[src/rtl/ocarina_pkg.sv]
// Shared definitions for the ocarina audio path: note player FSM states,
// default tone-divider width and note half-periods for a 50 MHz clock.
package ocarina_pkg;

  localparam int DIV_W = 26;

  typedef enum logic [1:0] {
    ST_IDLE = 2'd0,
    ST_PLAY = 2'd1,
    ST_GAP  = 2'd2
  } state_t;

  // Half-period in clk cycles = 50e6 / (2 * f_note)
  localparam logic [DIV_W-1:0] REST = '0;

  localparam logic [DIV_W-1:0] C4  = 26'd95_556;
  localparam logic [DIV_W-1:0] CS4 = 26'd90_193;
  localparam logic [DIV_W-1:0] D4  = 26'd85_131;
  localparam logic [DIV_W-1:0] DS4 = 26'd80_353;
  localparam logic [DIV_W-1:0] E4  = 26'd75_843;
  localparam logic [DIV_W-1:0] F4  = 26'd71_586;
  localparam logic [DIV_W-1:0] FS4 = 26'd67_568;
  localparam logic [DIV_W-1:0] G4  = 26'd63_776;
  localparam logic [DIV_W-1:0] GS4 = 26'd60_196;
  localparam logic [DIV_W-1:0] A4  = 26'd56_818;
  localparam logic [DIV_W-1:0] AS4 = 26'd53_629;
  localparam logic [DIV_W-1:0] B4  = 26'd50_619;

  localparam logic [DIV_W-1:0] C5  = 26'd47_778;
  localparam logic [DIV_W-1:0] CS5 = 26'd45_097;
  localparam logic [DIV_W-1:0] D5  = 26'd42_565;
  localparam logic [DIV_W-1:0] DS5 = 26'd40_177;
  localparam logic [DIV_W-1:0] E5  = 26'd37_922;
  localparam logic [DIV_W-1:0] F5  = 26'd35_793;
  localparam logic [DIV_W-1:0] FS5 = 26'd33_784;
  localparam logic [DIV_W-1:0] G5  = 26'd31_888;
  localparam logic [DIV_W-1:0] GS5 = 26'd30_098;
  localparam logic [DIV_W-1:0] A5  = 26'd28_409;
  localparam logic [DIV_W-1:0] AS5 = 26'd26_815;
  localparam logic [DIV_W-1:0] B5  = 26'd25_310;

endpackage

[src/rtl/tone_divider.sv]
// Reloading down-counter that toggles a square-wave output every `period`
// enabled cycles. `load` primes the counter for a new note with the output
// low; `clr` silences the output and parks the counter.
module tone_divider #(
  parameter int DIV_W = 26
) (
  input  logic             clk,
  input  logic             resetn,
  input  logic             load,
  input  logic [DIV_W-1:0] load_period,
  input  logic             en,
  input  logic             clr,
  input  logic [DIV_W-1:0] period,
  output logic             tone
);

  localparam logic [DIV_W-1:0] ONE = DIV_W'(1);

  logic [DIV_W-1:0] cnt;

  // Counting from P-1 down to 0 gives exactly P cycles between toggles.
  function automatic logic [DIV_W-1:0] reload_val(input logic [DIV_W-1:0] p);
    return (p == '0) ? '0 : p - ONE;
  endfunction

  // Tone counter and square-wave output register.
  always_ff @(posedge clk or negedge resetn) begin
    if (!resetn) begin
      cnt  <= '0;
      tone <= 1'b0;
    end else if (clr) begin
      cnt  <= '0;
      tone <= 1'b0;
    end else if (load) begin
      cnt  <= reload_val(load_period);
      tone <= 1'b0;
    end else if (en) begin
      if (cnt == '0) begin
        tone <= ~tone;
        cnt  <= reload_val(period);
      end else begin
        cnt <= cnt - ONE;
      end
    end
  end

endmodule

[src/rtl/note_player.sv]
// Plays one note at a time: accepts a half-period from the sequencer, drives
// the tone for NOTE_CYCLES, then holds silence for GAP_CYCLES before
// signalling completion. Rest notes (half-period 0) play silence.
module note_player
  import ocarina_pkg::*;
#(
  parameter int NOTE_CYCLES = 12_500_000,
  parameter int GAP_CYCLES  = 500_000,
  parameter int DIV_W       = ocarina_pkg::DIV_W
) (
  input  logic             clk,
  input  logic             resetn,
  input  logic [DIV_W-1:0] clkdivider,
  input  logic             note_valid,
  output logic             note_ready,
  output logic             audio_out,
  output logic             note_done,
  output logic             busy
);

  localparam logic [DIV_W-1:0] ONE       = DIV_W'(1);
  localparam logic [DIV_W-1:0] NOTE_LAST = DIV_W'(NOTE_CYCLES - 1);
  localparam logic [DIV_W-1:0] GAP_LAST  = DIV_W'((GAP_CYCLES > 0) ? GAP_CYCLES - 1 : 0);

  state_t           state;
  logic [DIV_W-1:0] dur_cnt;
  logic [DIV_W-1:0] period_q;
  logic             accept;
  logic             play_end;
  logic             tone_en;

  // Note_ready is registered high exactly in IDLE, so valid alone qualifies.
  assign accept   = (state == ST_IDLE) && note_valid;
  assign play_end = (state == ST_PLAY) && (dur_cnt == '0);
  assign tone_en  = (state == ST_PLAY) && (period_q != '0);

  // Note FSM with duration/gap timing and registered handshake outputs.
  always_ff @(posedge clk or negedge resetn) begin
    if (!resetn) begin
      state      <= ST_IDLE;
      dur_cnt    <= '0;
      period_q   <= '0;
      note_ready <= 1'b1;
      busy       <= 1'b0;
      note_done  <= 1'b0;
    end else begin
      case (state)
        ST_IDLE: begin
          note_done <= 1'b0;
          if (note_valid) begin
            period_q   <= clkdivider;
            dur_cnt    <= NOTE_LAST;
            state      <= ST_PLAY;
            note_ready <= 1'b0;
            busy       <= 1'b1;
          end
        end
        ST_PLAY: begin
          if (dur_cnt == '0) begin
            if (GAP_CYCLES == 0) begin
              state      <= ST_IDLE;
              note_done  <= 1'b1;
              note_ready <= 1'b1;
              busy       <= 1'b0;
            end else begin
              state   <= ST_GAP;
              dur_cnt <= GAP_LAST;
            end
          end else begin
            dur_cnt <= dur_cnt - ONE;
          end
        end
        ST_GAP: begin
          if (dur_cnt == '0) begin
            state      <= ST_IDLE;
            note_done  <= 1'b1;
            note_ready <= 1'b1;
            busy       <= 1'b0;
          end else begin
            dur_cnt <= dur_cnt - ONE;
          end
        end
        default: begin
          state      <= ST_IDLE;
          note_ready <= 1'b1;
          busy       <= 1'b0;
          note_done  <= 1'b0;
        end
      endcase
    end
  end

  tone_divider #(
    .DIV_W(DIV_W)
  ) u_tone (
    .clk        (clk),
    .resetn     (resetn),
    .load       (accept),
    .load_period(clkdivider),
    .en         (tone_en),
    .clr        (play_end),
    .period     (period_q),
    .tone       (audio_out)
  );

endmodule

[config.mk]
export PLATFORM = sky130hd
export DESIGN_NAME = note_player
export DESIGN_NICKNAME = d
export VERILOG_FILES = /design/src/rtl/ocarina_pkg.sv /design/src/rtl/tone_divider.sv /design/src/rtl/note_player.sv
export SDC_FILE = /design/constraint.sdc
export NUM_CORES = 1
export LEC_CHECK = 0
export ABC_AREA = 1
export CELL_PAD_IN_SITES_DETAIL_PLACEMENT = 1
export CELL_PAD_IN_SITES_GLOBAL_PLACEMENT = 2
export CORE_MARGIN = 2
export CORE_UTILIZATION = 37
export DETAILED_ROUTE_END_ITERATION = 8
export PLACE_DENSITY_LB_ADDON = 0.25
export SYNTH_ARGS = -nofsm -noshare
export SYNTH_HDL_FRONTEND = slang
export SYNTH_HIERARCHICAL = 1
export SYNTH_SLANG_ARGS = --single-unit
[constraint.sdc]
create_clock -name clk -period 5.05 [get_ports clk]
set_input_delay 1.2625 -clock clk [delete_from_list [all_inputs] [get_ports clk]]
set_output_delay 1.2625 -clock clk [all_outputs]
set_load 0.02 [all_outputs]
Yosys cells after proc, flatten, opt, wreduce, memory -nomap -nowiden --
Index checks and enable logic that the tools add are counted. Widths: inputs -> output; s select.
Storage, ports and cells: register bits 84, bits of input ports 29, output and inout bits 4
Operators by class: $add $sub $neg 4, reductions and logical operators 18, muxes and demuxes 25, bitwise logic cells 2, equal/unequal tests 6
Operators by type and width (count):
- $mux 26 | 9
- $logic_not 26->1 | 4
- $sub 26x1->26 const B | 4
- $pmux 26 s3 | 1
- $reduce_bool 26->1 | 1
- $reduce_and 3->1 | 3
- $reduce_bool 3->1 | 3
- $mux 1 | 8
- $mux 2 | 3
- $ne 2x2->1 const B | 3
- $pmux 1 s3 | 2
- $pmux 2 s3 | 1
- $reduce_and 2->1 | 3
- $logic_and 1x1->1 | 3
- $eq 2x1->1 const B | 1
- $eq 2x2->1 const B | 1
- $logic_not 2->1 | 1
- $ne 2x1->1 const B | 1
- $not 1->1 | 2
- $pmux 1 s2 | 1

Depth between registers and ports, before layout --
Gate-level depths: netlist (run 1).
depth after elaboration 6, gate-level depth with buffers 17

Cells and area by module --
Netlist (run 1), hierarchy kept.
By module, submodules not included:
- tone_divider | times used 1, cells an instance 674, sequential area each 675.6 um^2, area an instance 3813.7 um^2
- note_player | times used 1, cells an instance 444, sequential area each 1427.6 um^2, area an instance 3310.7 um^2

Least setup slack after synthesis (run 1) --
Ideal clock, no wire load.
kind input to register, start point input note_valid, end point register u_tone.cnt[16], stages on the path 12, path slack 2.084 ns, data arrival time 2.849 ns, buffers on the path 2, library setup time 0.116 ns, cells stage by stage nand2_1 clkinv_1 clkbuf_1 nor2_1 inv_1 nor2_1 nor2_1 inv_1 buf_2 a21oi_1 nand2_1 nand2_1
On the way: cells in the longest elaborated chain, start to end 3
Ends and longest elaborated chain:
- start: declaration | line note_player.sv:14 | input logic note_valid,
- $logic_and 1x1->1 (*) | line note_player.sv:33 | assign accept = (state == ST_IDLE) && note_valid;
- named net accept | line note_player.sv:28 | logic accept;
- $mux 26 | line tone_divider.sv:34 | end else if (load) begin
- $mux 26 | line tone_divider.sv:31 | end else if (clr) begin
- end signal: assignment | line tone_divider.sv:35 | cnt <= reload_val(load_period);
- end signal: assignment | line tone_divider.sv:40 | cnt <= reload_val(period);
- end signal: assignment | line tone_divider.sv:42 | cnt <= cnt - ONE;
- end: declaration | line tone_divider.sv:19 | logic [DIV_W-1:0] cnt;
The timed path passes the listed nets; every way through them passes the cells marked *. A chain may end at the register's enable or synchronous reset.

Worst setup path in the final report (run 1) --
start point input note_valid, end point register u_tone.cnt[1]
On the way: cells in the longest elaborated chain, start to end 3
Ends and longest elaborated chain (line):
- $logic_and 1x1->1 (*) | note_player.sv:33
- $mux 26 | tone_divider.sv:34
- $mux 26 | tone_divider.sv:31
Mark *: on every way between the ends. The rest lies on a longest branch, timed or not.

==> results of run 1 <==
-- final timing paths --
| path | startpoint | to | slack [ns] | depth (start not counted) |
|---|---|---|---|---|
| worst max-delay path | note_valid | u_tone/cnt[1]$_DFFE_PN0P_ | 1.56 | 13 |
| worst min-delay path | note_ready$_DFFE_PN1P_ | note_ready$_DFFE_PN1P_ | 0.47 | 2 |
| worst max register to register | dur_cnt[0]$_DFFE_PN0P_ | u_tone/cnt[1]$_DFFE_PN0P_ | 1.84 | 17 |
| worst min register to register | note_ready$_DFFE_PN1P_ | note_ready$_DFFE_PN1P_ | 0.47 | 2 |
| max in group asynchronous | resetn | u_tone/cnt[1]$_DFFE_PN0P_ | 3.16 | 2 |
| min in group asynchronous | resetn | busy$_DFFE_PN0P_ | 0.97 | 1 |
-- registers in the layout, summed over array words and instances, names as in the netlist --
| signal | cells |
|---|---|
| busy | 1 |
| u_tone/tone | 1 |
| note_ready | 1 |
| note_done | 1 |
| u_tone/cnt | 26 |
| dur_cnt | 26 |
| state | 2 |
| period_q | 26 |
-- layer usage --
layer	wire length [um]	vias to the layer above
met3	730	13
met1	13200	3537
met4	189	0
met5	0	-
met2	10600	108
li1	-	3620
-- power groups by stage --
stage / registers, mW / clock network [mW] / logic (mW)
detailed placement: 1.42 / 0 / 2.14
global route: 1.46 / 0.858 / 2.43
floorplan: 1.26 / 0 / 1.62
finish: 1.42 / 0.818 / 2.15
global placement: 1.41 / 0 / 2.09
CTS: 1.41 / 0.833 / 2.15
-- cell families (layout without fill, tap and decap cells) --
logic type	count (synthesis)	after routing	share of synthesized area (%)
buffers and inverters	126	156	7.53
and+or+nand+nor	758	758	48.5
adders and majority gates	8	8	1.41
xor gates and xnor gates	37	37	4.55
DFF	84	84	29.5
AOI/OAI and AO/OA	105	105	8.54
-- synthesized netlist by cell type, types with 10 or more instances --
library cell / n / share of area [%]
a21oi_1: 52 / 3.7
dfrtp_1: 83 / 29
inv_1: 98 / 5.2
nand2_1: 377 / 20
nand2_2: 10 / 0.88
nand3_1: 90 / 6.3
nand4_1: 26 / 2.3
nor2_1: 173 / 9.1
nor2_2: 26 / 2.3
nor2_4: 13 / 2.1
nor3_1: 10 / 0.70
o21ai_0: 13 / 0.91
o21ai_1: 18 / 1.3
xnor2_1: 18 / 2.2
xor2_1: 19 / 2.3
-- area by class of cell --
class	instances	area [um^2]	area share, %
multi-input cells	908	4480	56.0
flip-flops and latches	84	2100	26.3
inverters	104	390	4.87
repair buffers	36	348	4.34
well taps	260	325	4.06
clock buffers	10	239	2.98
clock inverters	6	119	1.48
-- tightest hold or removal path, cell delays in order (launching register included) --
cell and delay, ns:
dfstp_2 0.37, nand2_1 0.05, o21ai_1 0.05
-- metrics by stage --
step | util, % | hold WS, ns | instance area (um^2)
floorplan | - | 0.471 | 7120
global placement | 40.6 | 0.464 | 7650
detailed placement | 40.6 | 0.468 | 7650
CTS | 42.5 | 0.478 | 8010
global route | 42.5 | 0.511 | 8010
finish | 42.5 | 0.474 | 8010
==> flow_metrics.env, run 1 <==
export IMPL_nets=1180
export IMPL_placedCellCount=1392
export IMPL_wl_um=24700
export IMPL_arrival_ns=3.71
export IMPL_synth_cell_type_count=42
export IMPL_grt_pass1_vias=7314
export IMPL_use_met2_pct=37.5
export IMPL_avgSynthCellArea_um2=6.37
export IMPL_path_cells="clkdlybuf4s50_1 > nand2_1 > buf_4 > inv_2 > nor2_1 > inv_1 > nor2_1 > buf_4 > nor2_1 > inv_1 > a21oi_1 > o21ai_1 > o21ai_0"
export IMPL_antenna_found_initial=0
export IMPL_leakagePower_nw=3.78
export IMPL_htreeDepth=3
export IMPL_die_h_um=143
export IMPL_cts_buffer_depth=2
export IMPL_start_kind="primary input"
export IMPL_preCtsSetupSlack_ns=1.23
export IMPL_mappedNetlistArea_mm2=0.00712
export IMPL_cts_resized=0
export IMPL_crit_buf_inv=6
export IMPL_grt_use_total_pct=25.2
export IMPL_core_mm2=0.0188
export IMPL_dieWidth_um=143
export IMPL_p_total_mw=4.39
export IMPL_clock_latency_ns=0.36
export IMPL_grt_ovfl_total=0
export IMPL_cpMostUsedCell="nor2_1"
export IMPL_rsz0062_at_grt="no"
export IMPL_setup_tns_ns=0
export IMPL_io_buffers=32
export IMPL_finalMaxSlewViolations=0
export IMPL_cp_required_ns=5.26
export IMPL_switching_power_mw=2.21
export IMPL_num_rows=50
export IMPL_layout_commonest_cell="nand2_1"
export IMPL_fin_skew_ns=0.0168
export IMPL_relSlewSlack_pct=45.7
export IMPL_worstHoldPathType="reg2reg"
export IMPL_stdcell_count=1408
export IMPL_dieArea_mm2=0.0204
export IMPL_async_flop_share_pct=100
export IMPL_top_usage_layer="met1"
export IMPL_grt_max_degree=67
export IMPL_firstDrtPassIters=4
export IMPL_fillers=2534
export IMPL_use_met1_pct=39.4
export IMPL_drive_gt1_share_pct=9.32
export IMPL_power_density_mw_per_mm2=548
export IMPL_critPathSlowestCell="inv_1"
export IMPL_hold_violations=0
export IMPL_netSwitchingFraction_pct=50.4
export IMPL_cts_root_buf="clkbuf_16"
export IMPL_wl_per_cell_um=17.5
export IMPL_via_count=7278
export IMPL_grtUsageMet3_pct=2.75
export IMPL_p_int_mw=2.18
export IMPL_syn_nets=1155
export IMPL_antennaDiodeCount=0
export IMPL_cts_hold_buf=0
export IMPL_postCtsSetupRepairBufs=0
export IMPL_syn2layout_area_growth_pct=12.4
export IMPL_tightestPinTransition_ns=0.814
export IMPL_cts_sinks=84
export IMPL_pwr_share_comb_pct=49.0
export IMPL_start_util_pct=37.8
export IMPL_grt_pass1_wl_um=39900
export IMPL_cp_top_family="buffers and inverters"
export IMPL_ys_warn_count=6
export IMPL_synthCells=1118
export IMPL_synth_seq_cells=84
export IMPL_first_iter_violations=505
export IMPL_path_clk_slew_ns=0.07
export IMPL_cpPeakStageDelay_ns=0.60
export IMPL_status="completed"
export IMPL_fin_crit_sh_pct=69.2
export IMPL_gp_congestion=0.848
export IMPL_cts_made_buffers=9
export IMPL_crit_type="in2reg"
export IMPL_ys_flop_type="dfrtp_1"
export IMPL_dp_hpwl_um=19200
export IMPL_max_freq_mhz=286
export IMPL_synth_edf_count=0
export IMPL_ys_seq_area_share_pct=29.5
export IMPL_layout_common_cells="nand2_1 (377), nor2_1 (173), inv_1 (98)"
export IMPL_endpoint_kind="flop"
export IMPL_ir_worst_vdd_mv=0.264
export IMPL_ioPinCount=33
export IMPL_remaining_drc_errors=0
export IMPL_crit_path_max_fanout=27
export IMPL_cts_tree="yes"
export IMPL_setup_violations=0
export IMPL_cap_violations=0
export IMPL_avgViaCountPerCell=5.17
export IMPL_clock_power_share_pct=18.6
export IMPL_power_frac_seq_pct=32.3
export IMPL_post_route_min_period_ns=3.49
export IMPL_drtAntennaViolNets=0
export IMPL_fin_ws_ns=1.56
Note: power is estimated with default switching activity, not from simulation.
==> inputs of run 2 (changes only) <==
CORE_UTILIZATION = 31   (was 37)
clock period = 2.9 ns   (was 5.05 ns; I/O delays follow)
==> flow_metrics.env, run 2 (synthesis results as in run 1) <==
export IMPL_status="completed"
export IMPL_grt_max_degree=36
export IMPL_finalMaxSlewViolations=0
export IMPL_htreeDepth=3
export IMPL_setup_tns_ns=0
export IMPL_cts_resized=0
export IMPL_drtAntennaViolNets=0
export IMPL_antenna_found_initial=0
export IMPL_firstDrtPassIters=5
export IMPL_hold_violations=0
export IMPL_path_cells="nor4_1 > buf_4 > nand4_1 > nor2_1 > nor2_1 > nor2_1 > nor2_1 > inv_1 > buf_12 > a21oi_1 > o21ai_1 > o21ai_0"
export IMPL_cts_root_buf="clkbuf_16"
export IMPL_power_density_mw_per_mm2=924
export IMPL_dieWidth_um=156
export IMPL_cpMostUsedCell="nor2_1"
export IMPL_grt_pass1_vias=7368
export IMPL_path_clk_slew_ns=0.07
export IMPL_final_util_pct=36.5
export IMPL_antennaDiodeCount=0
export IMPL_fin_ws_ns=0.417
export IMPL_rsz0062_at_grt="no"
export IMPL_start_kind="flop"
export IMPL_cap_violations=0
export IMPL_tightestPinTransition_ns=0.535
export IMPL_crit_path_max_fanout=24
export IMPL_reg_top3="dur_cnt x26, period_q x26, u_tone/cnt x26"
export IMPL_setup_violations=0
export IMPL_via_count=7231
export IMPL_cpPeakStageDelay_ns=0.44
export IMPL_wl_per_cell_um=17.6
export IMPL_stdcell_count=1461
export IMPL_post_route_min_period_ns=2.48
export IMPL_avgViaCountPerCell=4.95
export IMPL_dieArea_mm2=0.0242
export IMPL_die_h_um=156
export IMPL_relSlewSlack_pct=64.2
export IMPL_ir_worst_vdd_mv=0.357
export IMPL_critPathSlowestCell="dfrtp_1"
export IMPL_start_util_pct=31.6
export IMPL_grt_pass1_wl_um=41500
export IMPL_worstHoldPathType="in2async"
export IMPL_leakagePower_nw=3.90
export IMPL_p_total_mw=7.62
export IMPL_crit_buf_inv=3
export IMPL_cts_buffer_depth=2
export IMPL_fin_crit_sh_pct=85.6
export IMPL_cp_required_ns=3.12
export IMPL_fin_skew_ns=0.0129
export IMPL_io_buffers=32
export IMPL_layout_common_cells="nand2_1 (377), nor2_1 (173), inv_1 (98)"
export IMPL_nets=1208
export IMPL_clock_latency_ns=0.36
export IMPL_cts_hold_buf=0
export IMPL_fillers=2986
export IMPL_cts_tree="yes"
export IMPL_grt_ovfl_total=0
export IMPL_arrival_ns=2.70
export IMPL_first_iter_violations=363
export IMPL_crit_type="reg2reg"
export IMPL_layout_commonest_cell="nand2_1"
export IMPL_cts_sinks=84
export IMPL_num_rows=55
export IMPL_placedCellCount=1445
export IMPL_cts_made_buffers=9
export IMPL_multi_input_area_mm2=0.00448
export IMPL_drive_gt1_share_pct=11.5
export IMPL_remaining_drc_errors=0
export IMPL_dp_hpwl_um=20800
export IMPL_wl_um=25700
export IMPL_core_mm2=0.0226
export IMPL_postCtsSetupRepairBufs=0
export IMPL_gp_congestion=0.881
export IMPL_endpoint_kind="flop"
export IMPL_max_freq_mhz=403
export IMPL_ioPinCount=33
export IMPL_seq_area_mm2=0.00210
export IMPL_grt_use_total_pct=22.0
export IMPL_preCtsSetupSlack_ns=0.197
export IMPL_syn2layout_area_growth_pct=15.7
export IMPL_cp_top_family="simple AND/OR/NAND/NOR gates"
[run 2: cell types whose count changed in the layout (fill, tap and decap cells not counted)]
cell and change:
buf_12 +4, buf_4 +24, bufinv_16 -2, clkbuf_8 -1
clkinv_2 +2, clkinvlp_4 +1, inv_6 +1, inv_8 -1
[run 2: stage by stage]
stage	hold WS, ns	cell area (um^2)
2_1_floorplan	0.429	7120
3_3_place_gp	0.472	7940
3_5_place_dp	0.482	7940
4_1_cts	0.351	8240
5_1_grt	0.363	8240
6_report	0.330	8240
[run 2: final timing paths]
| kind | from | to | slack, ns | depth (start not counted) |
|---|---|---|---|---|
| max reg2reg | period_q[11]$_DFFE_PN0P_ | u_tone/cnt[1]$_DFFE_PN0P_ | 0.42 | 12 |
| max in group asynchronous | resetn | period_q[8]$_DFFE_PN0P_ | 1.93 | 2 |
| min | resetn | busy$_DFFE_PN0P_ | 0.33 | 1 |
| min reg2reg | note_ready$_DFFE_PN1P_ | note_ready$_DFFE_PN1P_ | 0.49 | 2 |
| min in group clk | note_ready$_DFFE_PN1P_ | note_ready$_DFFE_PN1P_ | 0.49 | 2 |
| max | period_q[11]$_DFFE_PN0P_ | u_tone/cnt[1]$_DFFE_PN0P_ | 0.42 | 12 |
[run 2: cell type report]
class | count | share of cell area, %
Clock buffer | 9 | 2.73
Clock inverter | 7 | 0.896
Sequential cell | 84 | 25.5
Timing Repair Buffer | 64 | 7.38
Multi-Input combinational cell | 908 | 54.4
Tap cell | 285 | 4.33
Inverter | 104 | 4.74
[run 2: layer usage]
metal | global-route usage (%) | share of wire, % | wire (um)
met1 | 32.1 | 51 | 13200
met3 | 1.31 | 1.5 | 381
met5 | 0 | 0 | 0
met4 | 6.12 | 1.9 | 489
met2 | 35.5 | 45 | 11700
[run 2: worst reg2reg max path, stage by stage, from the launching register on]
cell and delay (ns):
dfrtp_1 0.44, nor4_1 0.30, buf_4 0.17, nand4_1 0.20, nor2_1 0.23, nor2_1 0.14
nor2_1 0.25, nor2_1 0.10, inv_1 0.11, buf_12 0.17, a21oi_1 0.07, o21ai_1 0.07
o21ai_0 0.10
[run 2: where the power goes]
part / total, mW / internal (mW) / switching (mW)
registers: 2.43 / 1.67 / 0.759
logic: 3.97 / 1.41 / 2.56
clock network: 1.22 / 0.673 / 0.542
